**src/rtl/sprite_bounce.sv**
```systemverilog
// rtl/sprite_bounce.sv - bouncing rectangular sprite engine with registered per-pixel hit/colour
module sprite_bounce #(
   parameter int          H_ACTIVE  = 640,
   parameter int          V_ACTIVE  = 480,
   parameter int          SPR_W     = 16,
   parameter int          SPR_H     = 16,
   parameter int          STEP      = 2,
   parameter int          X0        = 100,
   parameter int          Y0        = 50,
   parameter int          FRAME_DIV = 1,
   parameter logic [5:0]  SPR_RGB   = 6'b110000,
   parameter logic [5:0]  BG_RGB    = 6'b000000
) (
   input  logic        clk,
   input  logic        rst_n,
   input  logic [9:0]  col,
   input  logic [9:0]  row,
   input  logic        valid,
   input  logic        VSYNC,
   input  logic        enable,
   output logic        hit,
   output logic [5:0]  rgb,
   output logic [9:0]  x_pos,
   output logic [9:0]  y_pos,
   output logic        frame_tick
);

   localparam logic [10:0] H_A   = 11'(H_ACTIVE);
   localparam logic [10:0] V_A   = 11'(V_ACTIVE);
   localparam logic [10:0] SW    = 11'(SPR_W);
   localparam logic [10:0] SH    = 11'(SPR_H);
   localparam logic [10:0] STP   = 11'(STEP);
   localparam logic [9:0]  X_RST = 10'(X0);
   localparam logic [9:0]  Y_RST = 10'(Y0);
   localparam logic [7:0]  FD_M1 = 8'(FRAME_DIV - 1);

   typedef enum logic [1:0] {
      IDLE   = 2'd0,
      UPD_X  = 2'd1,
      UPD_Y  = 2'd2,
      COMMIT = 2'd3
   } state_t;

   state_t      state;
   state_t      state_nx;
   logic        vsync_d;
   logic        frame_edge;
   logic [7:0]  fcnt;
   logic        upd_req;
   logic        dir_x;
   logic        dir_y;
   logic [10:0] x_step;
   logic [10:0] y_step;
   logic        hit_comb;

   // Returns {new_dir, new_pos}; dir 1 means moving toward larger coordinates.
   function automatic logic [10:0] next_axis(
      input logic [9:0]  p,
      input logic        d,
      input logic [10:0] span,
      input logic [10:0] size
   );
      logic [10:0] p11;
      p11 = {1'b0, p};
      if (d) begin
         if (p11 + STP + size >= span)
            return {1'b0, 10'(span - size)};
         else
            return {1'b1, 10'(p11 + STP)};
      end else begin
         if (p11 <= STP)
            return {1'b1, 10'd0};
         else
            return {1'b0, 10'(p11 - STP)};
      end
   endfunction

   assign frame_edge = vsync_d & ~VSYNC;
   assign upd_req    = frame_edge && (fcnt == FD_M1);
   assign x_step     = next_axis(x_pos, dir_x, H_A, SW);
   assign y_step     = next_axis(y_pos, dir_y, V_A, SH);

   always_ff @(posedge clk or negedge rst_n) begin
      if (!rst_n) begin
         vsync_d <= 1'b1;
         fcnt    <= 8'd0;
      end else begin
         vsync_d <= VSYNC;
         if (frame_edge)
            fcnt <= (fcnt == FD_M1) ? 8'd0 : fcnt + 8'd1;
      end
   end

   always_ff @(posedge clk or negedge rst_n) begin
      if (!rst_n)
         state <= IDLE;
      else
         state <= state_nx;
   end

   // Requests arriving outside IDLE are dropped; enable only gates the start.
   always_comb begin
      state_nx = state;
      case (state)
         IDLE:    if (upd_req && enable) state_nx = UPD_X;
         UPD_X:   state_nx = UPD_Y;
         UPD_Y:   state_nx = COMMIT;
         COMMIT:  state_nx = IDLE;
         default: state_nx = IDLE;
      endcase
   end

   always_ff @(posedge clk or negedge rst_n) begin
      if (!rst_n) begin
         x_pos      <= X_RST;
         y_pos      <= Y_RST;
         dir_x      <= 1'b1;
         dir_y      <= 1'b1;
         frame_tick <= 1'b0;
      end else begin
         frame_tick <= (state == COMMIT);
         if (state == UPD_X) begin
            x_pos <= x_step[9:0];
            dir_x <= x_step[10];
         end
         if (state == UPD_Y) begin
            y_pos <= y_step[9:0];
            dir_y <= y_step[10];
         end
      end
   end

   always_comb begin
      hit_comb = valid
               && ({1'b0, col} >= {1'b0, x_pos})
               && ({1'b0, col} <  {1'b0, x_pos} + SW)
               && ({1'b0, row} >= {1'b0, y_pos})
               && ({1'b0, row} <  {1'b0, y_pos} + SH);
   end

   always_ff @(posedge clk or negedge rst_n) begin
      if (!rst_n) begin
         hit <= 1'b0;
         rgb <= 6'd0;
      end else begin
         hit <= hit_comb;
         rgb <= !valid ? 6'd0 : (hit_comb ? SPR_RGB : BG_RGB);
      end
   end

endmodule

```
**config.mk**
```make
export PLATFORM = sky130hd
export DESIGN_NAME = sprite_bounce
export DESIGN_NICKNAME = d
export VERILOG_FILES = /design/src/rtl/sprite_bounce.sv
export SDC_FILE = /design/constraint.sdc
export NUM_CORES = 1
export LEC_CHECK = 0
export ABC_AREA = 1
export BUFFER_PORTS_ARGS = -buffer_cell sky130_fd_sc_hd__buf_4
export CAP_MARGIN = 20
export CORE_AREA = 2 2 99 101
export CTS_CLUSTER_DIAMETER = 120
export CTS_CLUSTER_SIZE = 20
export DETAILED_ROUTE_END_ITERATION = 12
export DIE_AREA = 0 0 101 103
export GPL_TIMING_DRIVEN = 0
export PLACE_DENSITY = 0.56
export SLEW_MARGIN = 5
export SYNTH_ARGS = -nofsm -noshare
export SYNTH_HDL_FRONTEND = slang
export SYNTH_SLANG_ARGS = --single-unit
```
**constraint.sdc**
```tcl
create_clock -name clk -period 2.4 [get_ports clk]
set_input_delay 0.48 -clock clk [delete_from_list [all_inputs] [get_ports clk]]
set_output_delay 0.48 -clock clk [all_outputs]
set_load 0.05 [all_outputs]
```
After elaboration in Yosys (flattened, before gate mapping)
Cells that the tools add are included.

storage, ports and cells
  bits in registers = 41
  input port bits = 25
  logic and storage cells = 52

operators by class
  add/sub/neg operators = 9
  $lt $le $gt $ge = 8
  equal/unequal tests = 4
  mux-type cells = 11
  bitwise logic cells = 2
  reduce and logical (&&, ||, !) cells = 8

operators with widths
  operator                 number
  $mux W11                 6
  $add A10 B2 Y11 const B  2
  $add A10 B5 Y11 const B  2
  $add A11 B5 Y11 const B  2
  $lt A10 B11 Y1           2
  $ge A10 B10 Y1           2
  $le A10 B2 Y1 const B    2
  $sub A10 B2 Y10 const B  2
  $mux W6                  2
  $ge A11 B10 Y1 const B   1
  $ge A11 B9 Y1 const B    1
  $add A8 B1 Y8 const B    1
  $logic_not A8 Y1         1
  $mux W8                  1
  $pmux W2 S4              1
  $logic_and A1 B1 Y1      6
  $eq A2 B2 Y1 const B     2
  $eq A2 B1 Y1 const B     1
  $logic_not A2 Y1         1
  $mux W2                  1
  $ne A2 B2 Y1 const B     1
  $and A1 B1 Y1            1
  $not A1 Y1               1

Logic depth before layout (Yosys ltp)
  depth in word-level cells = 7
  depth in mapped cells = 17

Least setup slack after synthesis
No wires, ideal clock.

  path kind = reg-to-reg
  start point = register y_pos[1]
  end point = register y_pos[2]
  library setup time = 0.118 ns
  arrival time = 2.191 ns
  required time = 2.282 ns
  path slack = 0.091 ns
  stages on the path, launching flop included = 18
  cells stage by stage = dfstp_2 ha_1 nand3_2 nand2_1 nand2_2 ha_1 inv_1 nand3_1 nand2_1 inv_1 nor2_1 nand2_1 nand2_1 nand2_4 nand2_1 nand2_1 nand2_1 nand2_1

on the way
  longest elaborated chain between the ends = 5

ends and longest elaborated chain
  what                    RTL line  RTL
  start, declared         24        output logic [9:0] y_pos,
  start signal, assigned  127       y_pos <= y_step[9:0];
  $add A10 B2 Y11         69        return {1'b1, 10'(p11 + STP)};
  $add A11 B5 Y11         66        if (p11 + STP + size >= span)
  $ge A11 B9 Y1           66
  $mux W11                66
  $mux W11 (*)            65        if (d) begin

Mark *: on every way between the ends. The rest lies on a longest branch, timed or not.
A chain may end at the register's enable or synchronous reset.

Worst setup path in the final report
  start point = register y_pos[1]
  end point = register y_pos[6]

The elaborated chain is that of the path after synthesis.

==> out/metrics.csv <==
metric,value,unit
status,completed,
Final TNS setup,0,ps
Max Cap Violations,0,
Critical Path AT,2420,ps
critical path startpoint category,register,
Die Y,103,um
synth cell count leaders,"nand2_1, inv_1, nor2_1, ha_1, a21oi_1",
CP bufs+invs,1,
Worst path slowest cell,dfstp_2,
Layout area overhead,21.4,%
WL per Instance,13.0,um
Die Area,0.0104,sq mm
CP Max Fanout,6,
type of the tightest min-delay check,input port to asynchronous set/reset pin,
Synth Warn #,0,
number of flops mapped to enable cells by yosys,0,
setup violators final,0,
post-synthesis sequential area ratio,0.240,
Yosys top cell by area,ha_1,
Crit Path Class,register to register,
initial core utilization,0.379,
CP endpoint kind,register,
Crit path top cell by count,nand2_1,
Mapped Cells,501,
clk_lat worst skew,290,ps
VDD IR max,0.000801,V
Clock Skew,2.89,ps
clock transition at the registers of the reported paths,80,ps
final core utilization,0.461,
Yosys cell types,46,
CTS Hold Buffers Added,0,
ANT cells,0,
GRT Total Usage,0.177,
period utilization,0.933,
CTS Buf Count,5,
vias per inst,4.96,
crit path cell chain,buf_4 -> nand3_2 -> nand2_1 -> nand2_2 -> ha_2 -> a41oi_1 -> nand2_1 -> nand2_1 -> nand2_2 -> nand2_4 -> nand3_1 -> nand2_1 -> nand2_1,
H-tree depth,2,
io pins,53,
core area,0.00946,sq mm
initial antenna violation count,0,
top-count cell post-synth,nand2_1,
clock root cell,clkbuf_8,
first-pass GRT wire length,14900,um
"top cells by area, synth","ha_1, dfrtp_1, nand2_1",
Final Max Tran Viols,0,
kind of cell adding the most delay to the critical path,simple AND/OR/NAND/NOR gates,
CP Data Required Time,2580,ps
number of global-route vias before repair,3305,
main flop type after synthesis,dfrtp_1,
Max-slew headroom,0.645,
clock buffer depth,2,
static leakage,2.23,nW
drt drc,0,
row count,36,
Final HPWL DP,6820,um
Yosys reg bits,34,
via count,3392,
Routed WL,8890,um
share of flip-flops with an asynchronous set or reset,1.00,
Tmin final,2240,ps
Placer Congestion,0.905,
Mapped Area,0.00359,sq mm
Die W,101,um
Mean Syn Cell Area,7.16,sq um
final-layout fill cell count,992,
final hold violations,0,
DRT iter0 DRCs,115,
Pwr per Cell Area,1350,mW/mm^2
clock sinks,34,
IO buf count,44,
Worst Max-Slew Pin Slew,532,ps
Synth top area share,0.178,
Fmax,447,MHz
slowest cell delay on critical path,610,ps
fraction of layout cells with a size suffix above 1,0.225,
GRT Residual Overflow,0,
post-route ant nets,0,
largest net degree at the start of global routing,35,
drt pass-1 iters,4,
NumNets Final,645,
TritonCTS clock tree,done,
==> flip-flops by register name, summed over array words and instances, names as in the netlist <==
name	cells
hit	1
y_pos	9
fcnt	8
dir_x	1
dir_y	1
frame_tick	1
vsync_d	1
state	2
rgb	1
x_pos	9
==> routing by layer <==
layer | global-route usage | routed length (um)
met1 | 0.226 | 4180
met2 | 0.316 | 4350
met3 | 0.0231 | 248
met4 | 0.0437 | 113
met5 | 0 | 0
==> per-stage QoR <==
stage	total power [mW]	cells	hold slack, ps	setup slack, ps	cell area, sq um
floorplan	4.02	506	184	90.6	3610
global route	6.45	684	163	-36.7	4360
detailed placement	4.98	664	470	32.3	4080
CTS	5.67	672	164	13.0	4220
global placement	4.95	664	460	44.9	4080
finish	5.87	684	131	162	4360
==> report_power, final <==
part	switching, mW	total (mW)	internal [mW]	leakage (nW)
Combinational	2.60	4.03	1.43	1.76
Sequential	0.319	1.18	0.864	0.400
Clock	0.240	0.657	0.417	0.0683
==> area by class of cell <==
type                    instances  area (sq um)  area share
plain buffers                  16           124      0.0284
repair buffers                 55           413      0.0947
flip-flops and latches         34           862       0.198
inverters                      70           265      0.0609
clock buffers                   5          68.8      0.0158
clock inverters                 3          68.8      0.0158
well taps                     114           143      0.0327
multi-input cells             387          2410       0.554
==> logic make-up (layout without fill, tap and decap cells) <==
group	count (synthesis)	after routing	share of synthesized area
buffers and inverters	86	149	0.106
flip-flops	34	34	0.240
AND/OR/NAND/NOR	234	235	0.302
XOR/XNOR	26	26	0.0656
adder cells (fa/ha/maj)	51	51	0.178
other	1	6	0.00105
AO/OA/AOI/OAI	69	69	0.107
==> what timing repair did <==
action	CTS	global route
endpoints found under the setup margin	0	12
hold endpoints to repair	0	0
buffers inserted	0	11
resized for setup	0	14
==> final timing paths <==
kind / from / endpoint / slack, ps / cells after the start
max in group asynchronous: rst_n / y_pos[4] / 1910 / 1
min reg2reg: fcnt[7] / fcnt[7] / 480 / 1
min in group clk: VSYNC / vsync_d / 300 / 1
max: y_pos[1] / y_pos[6] / 160 / 13
max reg2reg: y_pos[1] / y_pos[6] / 160 / 13
min: rst_n / x_pos[8] / 130 / 1
==> cell usage in the layout, fill, tap and decap left out, types with 6 or more instances in the layout <==
cell type,count
dfstp_2,9
inv_1,58
o21ai_0,20
ha_1,49
nand3_1,23
conb_1,6
xor2_1,22
nand2_1,105
nor2_1,53
nand4_1,15
inv_2,10
buf_4,64
dfrtp_1,25
nand2_2,8
a21oi_1,33
(Power assumes the default switching activity.)
